[src/rtl/pq_sequencer_if.sv]
// Requester and RAM-port signals of the sorted priority-queue sequencer.
// The slave modport is the sequencer; the master side holds requester and RAM.
interface pq_sequencer_if #(
   parameter int KW    = 8,
   parameter int DEPTH = 16,
   parameter int AW    = $clog2(DEPTH)
);
   logic          i_enq;
   logic          i_deq;
   logic [KW-1:0] i_din;
   logic          o_ready;
   logic          o_deq_valid;
   logic [KW-1:0] o_deq_data;
   logic          o_err;
   logic [AW:0]   o_count;
   logic          o_full;
   logic          o_empty;
   logic [AW-1:0] o_ram_addr;
   logic          o_ram_we;
   logic [KW-1:0] o_ram_wdata;
   logic [KW-1:0] i_ram_rdata;

   modport slave (
      input  i_enq, i_deq, i_din, i_ram_rdata,
      output o_ready, o_deq_valid, o_deq_data, o_err, o_count, o_full, o_empty,
      output o_ram_addr, o_ram_we, o_ram_wdata
   );

   modport master (
      output i_enq, i_deq, i_din, i_ram_rdata,
      input  o_ready, o_deq_valid, o_deq_data, o_err, o_count, o_full, o_empty,
      input  o_ram_addr, o_ram_we, o_ram_wdata
   );
endinterface

[src/rtl/pq_sequencer.sv]
// RAM-backed sorted priority queue sequencer: RAM[0..count-1] kept descending, minimum at the tail.
// Enqueue holds ready low 2*count+1 cycles (insertion walk); dequeue holds it low 2 cycles, data 3 cycles after accept.
module pq_sequencer #(
   parameter int KW    = 8,
   parameter int DEPTH = 16,
   parameter int AW    = $clog2(DEPTH)
) (
   input  logic          clk,
   input  logic          rst,
   pq_sequencer_if.slave bus
);

   typedef enum logic [2:0] {
      S_IDLE,
      S_ENQ_RD,
      S_ENQ_CMP,
      S_ENQ_TAIL,
      S_DEQ_RD,
      S_DEQ_CAP
   } state_t;

   localparam logic [AW:0] LP_DEPTH = (AW+1)'(DEPTH);

   state_t        r_state;
   logic [AW:0]   r_count;
   logic [KW-1:0] r_carry;
   logic [AW-1:0] r_addr;
   logic          r_deq_valid;
   logic [KW-1:0] r_deq_data;
   logic          r_err;

   logic          w_empty;
   logic          w_full;
   logic          w_swap;
   logic [AW:0]   w_addr_nxt;
   logic          w_last;
   logic          w_deq_go;
   logic          w_enq_go;
   logic          w_reject;

   assign w_empty    = (r_count == '0);
   assign w_full     = (r_count == LP_DEPTH);
   assign w_swap     = (r_carry >= bus.i_ram_rdata);
   assign w_addr_nxt = {1'b0, r_addr} + 1'b1;
   assign w_last     = (w_addr_nxt == r_count);

   // Dequeue wins a simultaneous request; the enqueue is simply not taken and must be re-presented.
   assign w_deq_go = bus.i_deq & ~w_empty;
   assign w_enq_go = bus.i_enq & ~w_full & ~w_deq_go;
   assign w_reject = (bus.i_deq & w_empty) | (bus.i_enq & w_full & ~bus.i_deq);

   always_ff @(posedge clk) begin
      if (rst) begin
         r_state     <= S_IDLE;
         r_count     <= '0;
         r_carry     <= '0;
         r_addr      <= '0;
         r_deq_valid <= 1'b0;
         r_deq_data  <= '0;
         r_err       <= 1'b0;
      end else begin
         r_deq_valid <= 1'b0;
         r_err       <= 1'b0;
         case (r_state)
            S_IDLE: begin
               r_err <= w_reject;
               if (w_deq_go) begin
                  r_addr  <= AW'(r_count - 1'b1);
                  r_state <= S_DEQ_RD;
               end else if (w_enq_go) begin
                  r_carry <= bus.i_din;
                  r_addr  <= '0;
                  r_state <= w_empty ? S_ENQ_TAIL : S_ENQ_RD;
               end
            end
            S_ENQ_RD: begin
               r_state <= S_ENQ_CMP;
            end
            S_ENQ_CMP: begin
               // The displaced (smaller) entry is carried down toward the tail.
               if (w_swap) begin
                  r_carry <= bus.i_ram_rdata;
               end
               r_addr  <= r_addr + 1'b1;
               r_state <= w_last ? S_ENQ_TAIL : S_ENQ_RD;
            end
            S_ENQ_TAIL: begin
               r_count <= r_count + 1'b1;
               r_addr  <= '0;
               r_state <= S_IDLE;
            end
            S_DEQ_RD: begin
               r_state <= S_DEQ_CAP;
            end
            S_DEQ_CAP: begin
               r_deq_data  <= bus.i_ram_rdata;
               r_deq_valid <= 1'b1;
               r_count     <= r_count - 1'b1;
               r_addr      <= '0;
               r_state     <= S_IDLE;
            end
            default: begin
               r_state <= S_IDLE;
            end
         endcase
      end
   end

   // The swap write depends on read data arriving in the compare cycle, so the write strobe is decoded, not registered.
   assign bus.o_ram_we    = ~rst & (((r_state == S_ENQ_CMP) & w_swap) | (r_state == S_ENQ_TAIL));
   assign bus.o_ram_addr  = r_addr;
   assign bus.o_ram_wdata = r_carry;
   assign bus.o_ready     = ~rst & (r_state == S_IDLE);
   assign bus.o_deq_valid = r_deq_valid;
   assign bus.o_deq_data  = r_deq_data;
   assign bus.o_err       = r_err;
   assign bus.o_count     = r_count;
   assign bus.o_full      = w_full;
   assign bus.o_empty     = w_empty;

endmodule

[src/flat_wrapper.sv]
// flat-port wrapper written by rule: the top's interface ports become plain ports
module pq_sequencer_flat 
#(
   parameter int KW    = 8,
   parameter int DEPTH = 16,
   parameter int AW    = $clog2(DEPTH)
)
  (clk, rst, bus_i_enq, bus_i_deq, bus_i_din, bus_i_ram_rdata, bus_o_ready, bus_o_deq_valid, bus_o_deq_data, bus_o_err, bus_o_count, bus_o_full, bus_o_empty, bus_o_ram_addr, bus_o_ram_we, bus_o_ram_wdata);
  pq_sequencer_if #(.KW(KW), .DEPTH(DEPTH), .AW(AW)) bus_i ();
  input  logic clk;
  input  logic rst;
  input wire logic [$bits(bus_i.i_enq)-1:0] bus_i_enq;
  input wire logic [$bits(bus_i.i_deq)-1:0] bus_i_deq;
  input wire logic [$bits(bus_i.i_din)-1:0] bus_i_din;
  input wire logic [$bits(bus_i.i_ram_rdata)-1:0] bus_i_ram_rdata;
  output wire logic [$bits(bus_i.o_ready)-1:0] bus_o_ready;
  output wire logic [$bits(bus_i.o_deq_valid)-1:0] bus_o_deq_valid;
  output wire logic [$bits(bus_i.o_deq_data)-1:0] bus_o_deq_data;
  output wire logic [$bits(bus_i.o_err)-1:0] bus_o_err;
  output wire logic [$bits(bus_i.o_count)-1:0] bus_o_count;
  output wire logic [$bits(bus_i.o_full)-1:0] bus_o_full;
  output wire logic [$bits(bus_i.o_empty)-1:0] bus_o_empty;
  output wire logic [$bits(bus_i.o_ram_addr)-1:0] bus_o_ram_addr;
  output wire logic [$bits(bus_i.o_ram_we)-1:0] bus_o_ram_we;
  output wire logic [$bits(bus_i.o_ram_wdata)-1:0] bus_o_ram_wdata;
  assign bus_i.i_enq = bus_i_enq;
  assign bus_i.i_deq = bus_i_deq;
  assign bus_i.i_din = bus_i_din;
  assign bus_i.i_ram_rdata = bus_i_ram_rdata;
  assign bus_o_ready = bus_i.o_ready;
  assign bus_o_deq_valid = bus_i.o_deq_valid;
  assign bus_o_deq_data = bus_i.o_deq_data;
  assign bus_o_err = bus_i.o_err;
  assign bus_o_count = bus_i.o_count;
  assign bus_o_full = bus_i.o_full;
  assign bus_o_empty = bus_i.o_empty;
  assign bus_o_ram_addr = bus_i.o_ram_addr;
  assign bus_o_ram_we = bus_i.o_ram_we;
  assign bus_o_ram_wdata = bus_i.o_ram_wdata;
  pq_sequencer #(.KW(KW), .DEPTH(DEPTH), .AW(AW)) u_core (.clk(clk), .rst(rst), .bus(bus_i));
endmodule
[config.mk]
export PLATFORM = sky130hd
export DESIGN_NAME = pq_sequencer_flat
export DESIGN_NICKNAME = d
export VERILOG_FILES = /design/src/rtl/pq_sequencer_if.sv /design/src/rtl/pq_sequencer.sv /design/src/flat_wrapper.sv
export SDC_FILE = /design/constraint.sdc
export NUM_CORES = 1
export LEC_CHECK = 0
export ABC_CLOCK_PERIOD_IN_PS = 2800
export BUFFER_PORTS_ARGS = -buffer_cell sky130_fd_sc_hd__buf_2
export CORE_ASPECT_RATIO = 1.4
export CORE_MARGIN = 2
export CORE_UTILIZATION = 48
export CTS_CLUSTER_DIAMETER = 80
export DETAILED_ROUTE_END_ITERATION = 16
export GPL_TIMING_DRIVEN = 0
export PLACE_DENSITY = 0.88
export RECOVER_POWER = 25
export SLEW_MARGIN = 20
export SYNTH_ARGS = -nofsm -noshare
export SYNTH_HDL_FRONTEND = slang
export SYNTH_SLANG_ARGS = --single-unit
[constraint.sdc]
create_clock -name clk -period 2.8 [get_ports clk]
set_clock_uncertainty 0.2 [all_clocks]
set_input_delay 0.84 -clock clk [delete_from_list [all_inputs] [get_ports clk]]
set_output_delay 0.84 -clock clk [all_outputs]
set_load 0.05 [all_outputs]
==> impl_results.md, run 1 <==
- Status: finished, violations left
- Failing checks: setup timing
- Largest family of logic cells by synthesized area: compound AO/OA/AOI/OAI gates
- Req. time, crit path: around 1.8 ns
- H-Tree Depth: 2
- Initial antenna violation count: 0
- CP Class: input pin to output pin
- Final period util: 115%
- Syn. warnings: 0
- CP Max Fanout: 3
- CP endpoint kind: output pin
- Pre-CTS WS: -0.601 ns
- Area of the multi-input gates: 1360 µm²
- Detailed placer's ending HPWL: between 4000 and 5000 µm
- Post-route total power: 0.00210 W
- DRC viols: 0
- Antenna-violating nets left: 0
- Iteration-0 DRC Markers: 120
- GRT Util Overall: 25.1%
- Total die area: 4660 µm²
- Die Wd: 58.2 µm
- Vias in the first global route: 1992
- Mapped Nets: 275
- Post-route cell area: 2580 µm²
- Core area: ~4000 µm²
- Number of distinct library cells after synthesis: 49
- Commonest register cell after synthesis: dfxtp_1
- Root Driver: clkbuf_8
- Row cnt: 27
- Synth async-reset ratio: 0%
- Final Setup Violations: 10
- Average cell area after synthesis: 8.14 µm²
- Layout cells sized above 1: 29.1%
- Starting Density: approximately half
- Peak VDD IR: a little under 0.6 mV
- Crit path time final: 3.23 ns
- Cell taking the most area after synthesis: dfxtp_1
- Dpl cell area: 2420 µm²
- Filler cells: 350
- Num CTS Buffers: 5
- GP Congestion: 0.902
- GRT Residual Overflow: 0
- Area grow syn2layout: 30.5%
- RSZ-0062 raised after global routing: true
- IO Pins: slightly above 50
- Ant. Diodes: 0
- Hold crit path type: flop to flop
- Mux contribution to synthesized area: 6.71%
- Max_cap viols: 0
- Xor/xnor share of the synthesized area: 3.99%
- Slew @ Worst Pin: just over 0.7 ns
- CTS tree: built
- Post-DR wirelength/cell: roughly 16 µm
- Via count of the routed design: 2065
- Setup TNS: -1.99 ns
- Top-count cell post-synth: dfxtp_1
- Final net count: 337
- Clk buf depth: 2
- Slowest-stage cell, CP: or4_4
- Synth Cell Area: 1980 µm²
- Arr. time, crit path: 2.19 ns
- DR vias/cell: 5.92
- Most common library cells after synthesis: dfxtp_1, a21oi_1, nand2_1
- Pwr Density: just over 800 nW/µm²
- Hold_ws: 0.255 ns
- Largest net degree at the start of global routing: 11
- Synth Area in Compound Gates: roughly 23%
- Mapped Cells: 243
- Final hold violation count: 0
- Register area: 601 µm²
- Post-synth EDFFs: 0
- Drt total wl: 5520 µm
- Crit-path cells: buf_8 > inv_12 > ha_4 > or4_4 > a21oi_4 > or3_4 > a311oi_4 > buf_6
- PortBufs: 50
- Die Ht: 79.9 µm
- Max incr delay on CP: 0.52 ns
- Worst-path clk slew: 0.07 ns
- Cts hold-fix bufs: 0
- Clk sink count: 30
- DR pass1 iterations: 5
- Final setup margin: -0.429 ns
- Clock latency on the worst-skew pair: approximately 0.28 ns
- Synth top area share: 30.4%
- Pleak: 1.05 nW
- CP Launch Type: input pin
- Simple-gate area share of the yosys netlist: 21.3%
- Highest clock rate: between 300 and 400 MHz
- Slew headroom: between 50% and 60%
- Synthesis-stage register bit count: 30
- First-pass GRT wire length: just under 9000 µm
- Sequential-to-total area share from yosys stat: 30.4%
- Pins over their slew limit: 0
- Adder-cell share of the synthesized area: under 10%
- Largest cells by area after synthesis: dfxtp_1, ha_1, a21oi_1, mux2i_1, nand2_1
-- routing by layer --
layer | track usage (%) | vias to the layer above | part of all wire [%]
li1 | - | 1002 | -
met1 | 27.1 | 955 | 39
met2 | 45.3 | 85 | 52
met3 | 4.21 | 23 | 5.0
met4 | 13.7 | 0 | 4.2
met5 | 0 | - | 0
-- worst max-delay path, delay by kind of cell --
| family | cells | cell delay (ns) |
|---|---|---|
| AOI/OAI and AO/OA | 2 | 0.21 |
| buffers and inverters | 3 | 0.31 |
| and+or+nand+nor | 2 | 0.67 |
| adders and majority gates | 1 | 0.15 |
-- path summary, 6_finish.rpt --
kind,start,endpoint,slack [ns],cells past startpoint
worst min-delay path,u_core.bus.o_deq_data[6],u_core.bus.o_deq_data[6],0.25,2
worst max-delay path,bus_i_ram_rdata[3],bus_o_ram_we,-0.43,8
worst min register to register,u_core.bus.o_deq_data[6],u_core.bus.o_deq_data[6],0.25,2
worst max register to register,u_core.bus.o_ram_wdata[0],u_core.bus.o_ram_wdata[7],-0.02,13
-- repair_timing --
| action | CTS | global route |
|---|---|---|
| gates cloned | 0 | 0 |
| setup endpoints to repair | 1 | 10 |
| hold endpoints to repair | 0 | 0 |
| buffers inserted | 4 | 1 |
| gates resized for setup | 17 | 3 |
| pin swaps | 2 | 0 |
-- power breakdown --
part | switching [W] | internal [W] | leakage (nW) | total [W]
sequential | 0.0000714 | 0.000498 | 0.245 | 0.000570
clock | 0.000173 | 0.000197 | 0.0472 | 0.000370
combinational | 0.000721 | 0.000439 | 0.754 | 0.00116
total | 0.000966 | 0.00113 | 1.05 | 0.00210
-- sequential cells by signal, summed over array words and instances, names as in the netlist --
signal and flops:
u_core.bus.o_ram_wdata 8, u_core.bus.o_deq_data 8, u_core.r_state 3, u_core.bus.o_count 5, u_core.bus.o_deq_valid 1, u_core.bus.o_ram_addr 4
u_core.bus.o_err 1
-- stage by stage --
stage	std cells	utilization, %
global placement	336	61.3
detailed placement	336	61.3
global route	349	65.3
CTS	348	65.7
floorplan	243	-
finish	349	65.3
-- area by class of cell --
cell class / count / share of cell area [%]
Multi-Input combinational cell: 182 / 52.6
Sequential cell: 30 / 23.3
Timing Repair Buffer: 55 / 12.3
Buffer: 18 / 3.64
Clock buffer: 6 / 3.20
Inverter: 13 / 2.47
Tap cell: 43 / 2.09
Clock inverter: 2 / 0.485
-- kinds of logic after synthesis --
group / count (synthesis)
simple gates: 79
compound gates: 69
mux: 13
flops: 30
xor+xnor: 9
buf+inv: 31
fa+ha+maj: 12
-- placed cells by master (no fill, tap or decap), types with 3 or more instances in the layout --
cell type | netlist | layout
a21oi_1 | 29 | 27
nand3_1 | 6 | 5
mux2i_1 | 11 | 11
dfxtp_1 | 30 | 30
nor3_1 | 8 | 7
inv_2 | 0 | 4
inv_1 | 13 | 7
nor2b_1 | 5 | 5
clkbuf_1 | 11 | 21
buf_6 | 2 | 6
nand2_1 | 23 | 23
xor2_1 | 3 | 3
ha_4 | 0 | 5
xnor2_1 | 6 | 6
or2_2 | 3 | 3
nand2b_1 | 4 | 3
o21ai_0 | 11 | 11
clkbuf_8 | 0 | 6
buf_2 | 2 | 33
ha_1 | 12 | 6
nor2_1 | 15 | 15
a311oi_1 | 9 | 8
buf_4 | 2 | 10
Power figures use the tool's default switching activity.
==> inputs of run 2 (changes only) <==
Settings changed: CELL_PAD_IN_SITES_DETAIL_PLACEMENT set to 2, CELL_PAD_IN_SITES_GLOBAL_PLACEMENT set to 2, CORE_UTILIZATION 48 to 27, PLACE_DENSITY 0.88 to 0.87.
==> run 2 against run 1 <==
The run still ends with setup timing left; clock power is 7.0% higher; sequential power is 2% higher; sequential cell count stayed put; fmax is 0.57% higher; cell area is 3.6% higher; hold slack better by 0.0060 ns; utilization is 27 points lower; final cell count is 14% higher; register-to-register slack better by 0.23 ns; worst setup slack better by 0.018 ns; combinational power hardly changed; critical path type unchanged; largest power group unchanged; highest routed layer unchanged.
==> impl_results.md, run 2 (synthesized netlist as in run 1, its figures left out) <==
- Status: finished, violations left (unchanged)
- Failing checks: setup timing (unchanged)
- Peak VDD IR: 0.331 mV (was 0.578 mV)
- Dpl cell area: 2490 µm² (was 2420 µm²)
- Worst-path clk slew: 0.07 ns (about the same)
- Grt met1 use: 20.6% (was 27.1%)
- Ant. Diodes: 0 (unchanged)
- Pwr Density: 799 nW/µm² (was 814 nW/µm²)
- Initial antenna violation count: 0 (unchanged)
- H-Tree Depth: 2 (unchanged)
- Final setup margin: -0.410 ns (was -0.429 ns)
- Max_cap viols: 0 (unchanged)
- Final core occ: 38.0% (was 65.3%)
- Most frequent cells in the layout: buf_2, dfxtp_1, a21oi_1, nand2_1, clkbuf_1 (unchanged)
- DRC viols: 0 (unchanged)
- Highest clock rate: 311 MHz (was 310 MHz)
- GP Congestion: 0.809 (was 0.902)
- RR Startpoint: u_core.bus.o_count[0] (was u_core.bus.o_ram_wdata[0])
- RSZ-0062 raised after global routing: true (unchanged)
- First-pass GRT wire length: 12300 µm (was 8940 µm)
- CP Launch Type: input pin (unchanged)
- Final net count: 335 (was 337)
- Antenna-violating nets left: 0 (unchanged)
- DR vias/cell: 5.30 (was 5.92)
- Layout cells sized above 1: 29.6% (was 29.1%)
- Slowest-stage cell, CP: or4_4 (unchanged)
- Largest net degree at the start of global routing: 11 (unchanged)
- Clk buf depth: 2 (unchanged)
- Starting Density: 28.1% (was 50.0%)
- Crit-path cells: buf_8 > inv_2 > ha_4 > or4_4 > a21oi_2 > or3_4 > a311oi_4 > buf_6 (was buf_8 > inv_12 > ha_4 > or4_4 > a21oi_4 > or3_4 > a311oi_4 > buf_6)
- Setup TNS: -0.723 ns (was -1.99 ns)
- Met2 Resource Use GR: 37.5% (was 45.3%)
- Post-route cell area: 2670 µm² (was 2580 µm²)
- Dpl cells: 388 (was 336)
- Final Setup Violations: 2 (was 10)
- Filler cells: 824 (was 350)
- Pins over their slew limit: 0 (unchanged)
- Max incr delay on CP: 0.53 ns (was 0.52 ns)
- PortBufs: 50 (unchanged)
- GRT Residual Overflow: 0 (unchanged)
- Root Driver: clkbuf_8 (unchanged)
- Area grow syn2layout: 35.2% (was 30.5%)
- Iteration-0 DRC Markers: 89 (was 120)
- Hold crit path type: flop to flop (unchanged)
- Crit path buffers/inverters: 3 (unchanged)
- DR pass1 iterations: 4 (was 5)
- Die Wd: 76.3 µm (was 58.2 µm)
- Slew @ Worst Pin: 0.793 ns (was 0.710 ns)
- Pleak: 1.05 nW (about the same)
- CP Class: input pin to output pin (unchanged)
- CTS tree: built (unchanged)
- Detailed placer's ending HPWL: 5500 µm (was 4170 µm)
- CP endpoint kind: output pin (unchanged)
- GRT Util Overall: 19.2% (was 25.1%)
- CP Max Fanout: 3 (unchanged)
- Area of the multi-input gates: 1370 µm² (was 1360 µm²)
- Commonest non-fill, non-tap cell in the layout: buf_2 (unchanged)
- Req. time, crit path: 1.76 ns (about the same)
- Total die area: 8030 µm² (was 4660 µm²)
- Drt total wl: 7430 µm (was 5520 µm)
- Slew headroom: 46.4% (was 52.0%)
- Register area: 601 µm² (unchanged)
- Final period util: 115% (about the same)
- Largest delay share family, worst path: simple AND/OR/NAND/NOR gates (unchanged)
- GR Util met3: 2.74% (was 4.21%)
- IO Pins: 51 (unchanged)
- Via count of the routed design: 2113 (was 2065)
- Arr. time, crit path: 2.17 ns (was 2.19 ns)
- Core area: 7030 µm² (was 3950 µm²)
- Post-DR wirelength/cell: 18.6 µm (was 15.8 µm)
- Clock latency on the worst-skew pair: 0.30 ns (was 0.28 ns)
- Crit. Startpoint: bus_i_ram_rdata[2] (was bus_i_ram_rdata[3])
- Crit path time final: 3.21 ns (was 3.23 ns)
- Vias in the first global route: 2340 (was 1992)
- Die Ht: 105 µm (was 79.9 µm)
- Num CTS Buffers: 5 (unchanged)
- Clk sink count: 30 (unchanged)
- Non-filler cells, final: 399 (was 349)
- Gr busiest metal: met2 (unchanged)
- Row cnt: 36 (was 27)
- Hold_sp: u_core.bus.o_deq_data[5] (was u_core.bus.o_deq_data[6])
- Final hold violation count: 0 (unchanged)
-- run 2: changes by cell type in the layout (fill, tap and decap cells not counted), moves of 2 or more --
cell / change
ha_4: +2
buf_2: -2
buf_6: -2
buf_8: +2
clkbuf_2: +2
clkbuf_1: -2
-- run 2: repair_timing --
action / in CTS / in global routing
buffers inserted: 3 / 0
resized for setup: 25 / 6
setup endpoints to repair: 2 / 3
hold buffers: 0 / 0
pin swaps: 8 / 1
-- run 2: worst reg2reg max path, cell delays in order (launching register included) --
cell and delay (ns):
dfxtp_1 0.40, inv_1 0.15, ha_1 0.23, or3b_1 0.45
a211oi_2 0.35, o21a_2 0.26, buf_6 0.17, a21oi_1 0.08
a311oi_1 0.23
-- run 2: power by group --
group          internal (W)  leakage, nW  switching, W  total, W
Combinational      0.000416        0.761      0.000746   0.00116
Sequential         0.000498        0.245     0.0000807  0.000579
Clock              0.000198       0.0472      0.000198  0.000396
-- run 2: metal layers --
layer | wire (µm) | part of all wire (%) | vias up
li1 | - | - | 996
met1 | 2960 | 40 | 1050
met2 | 4080 | 55 | 57
met3 | 235 | 3.2 | 10
met4 | 157 | 2.1 | 0
met5 | 0 | 0 | -
-- run 2: final timing paths --
path                               end  slack, ns  cells past startpoint
max reg2reg  u_core.bus.o_ram_wdata[6]       0.21                      8
min           u_core.bus.o_deq_data[5]       0.26                      2
min reg2reg   u_core.bus.o_deq_data[5]       0.26                      2
max                       bus_o_ram_we      -0.41                      8
-- run 2: layout make-up --
cell class              count  area share, %
flip-flops and latches     30           22.5
clock buffers               6           3.09
inverters                  13           2.39
repair buffers             53           12.2
multi-input cells         182           51.3
plain buffers              18           3.60
well taps                  95           4.45
clock inverters             2          0.468
-- run 2: stage by stage --
step	setup slack [ns]	power, W	hold slack, ns
6_report	-0.410	0.00214	0.261
5_1_grt	-0.451	0.00227	0.303
4_1_cts	-0.445	0.00215	0.262
3_5_place_dp	-0.606	0.00169	0.253
3_3_place_gp	-0.604	0.00165	0.242
2_1_floorplan	-0.381	0.00142	0.430
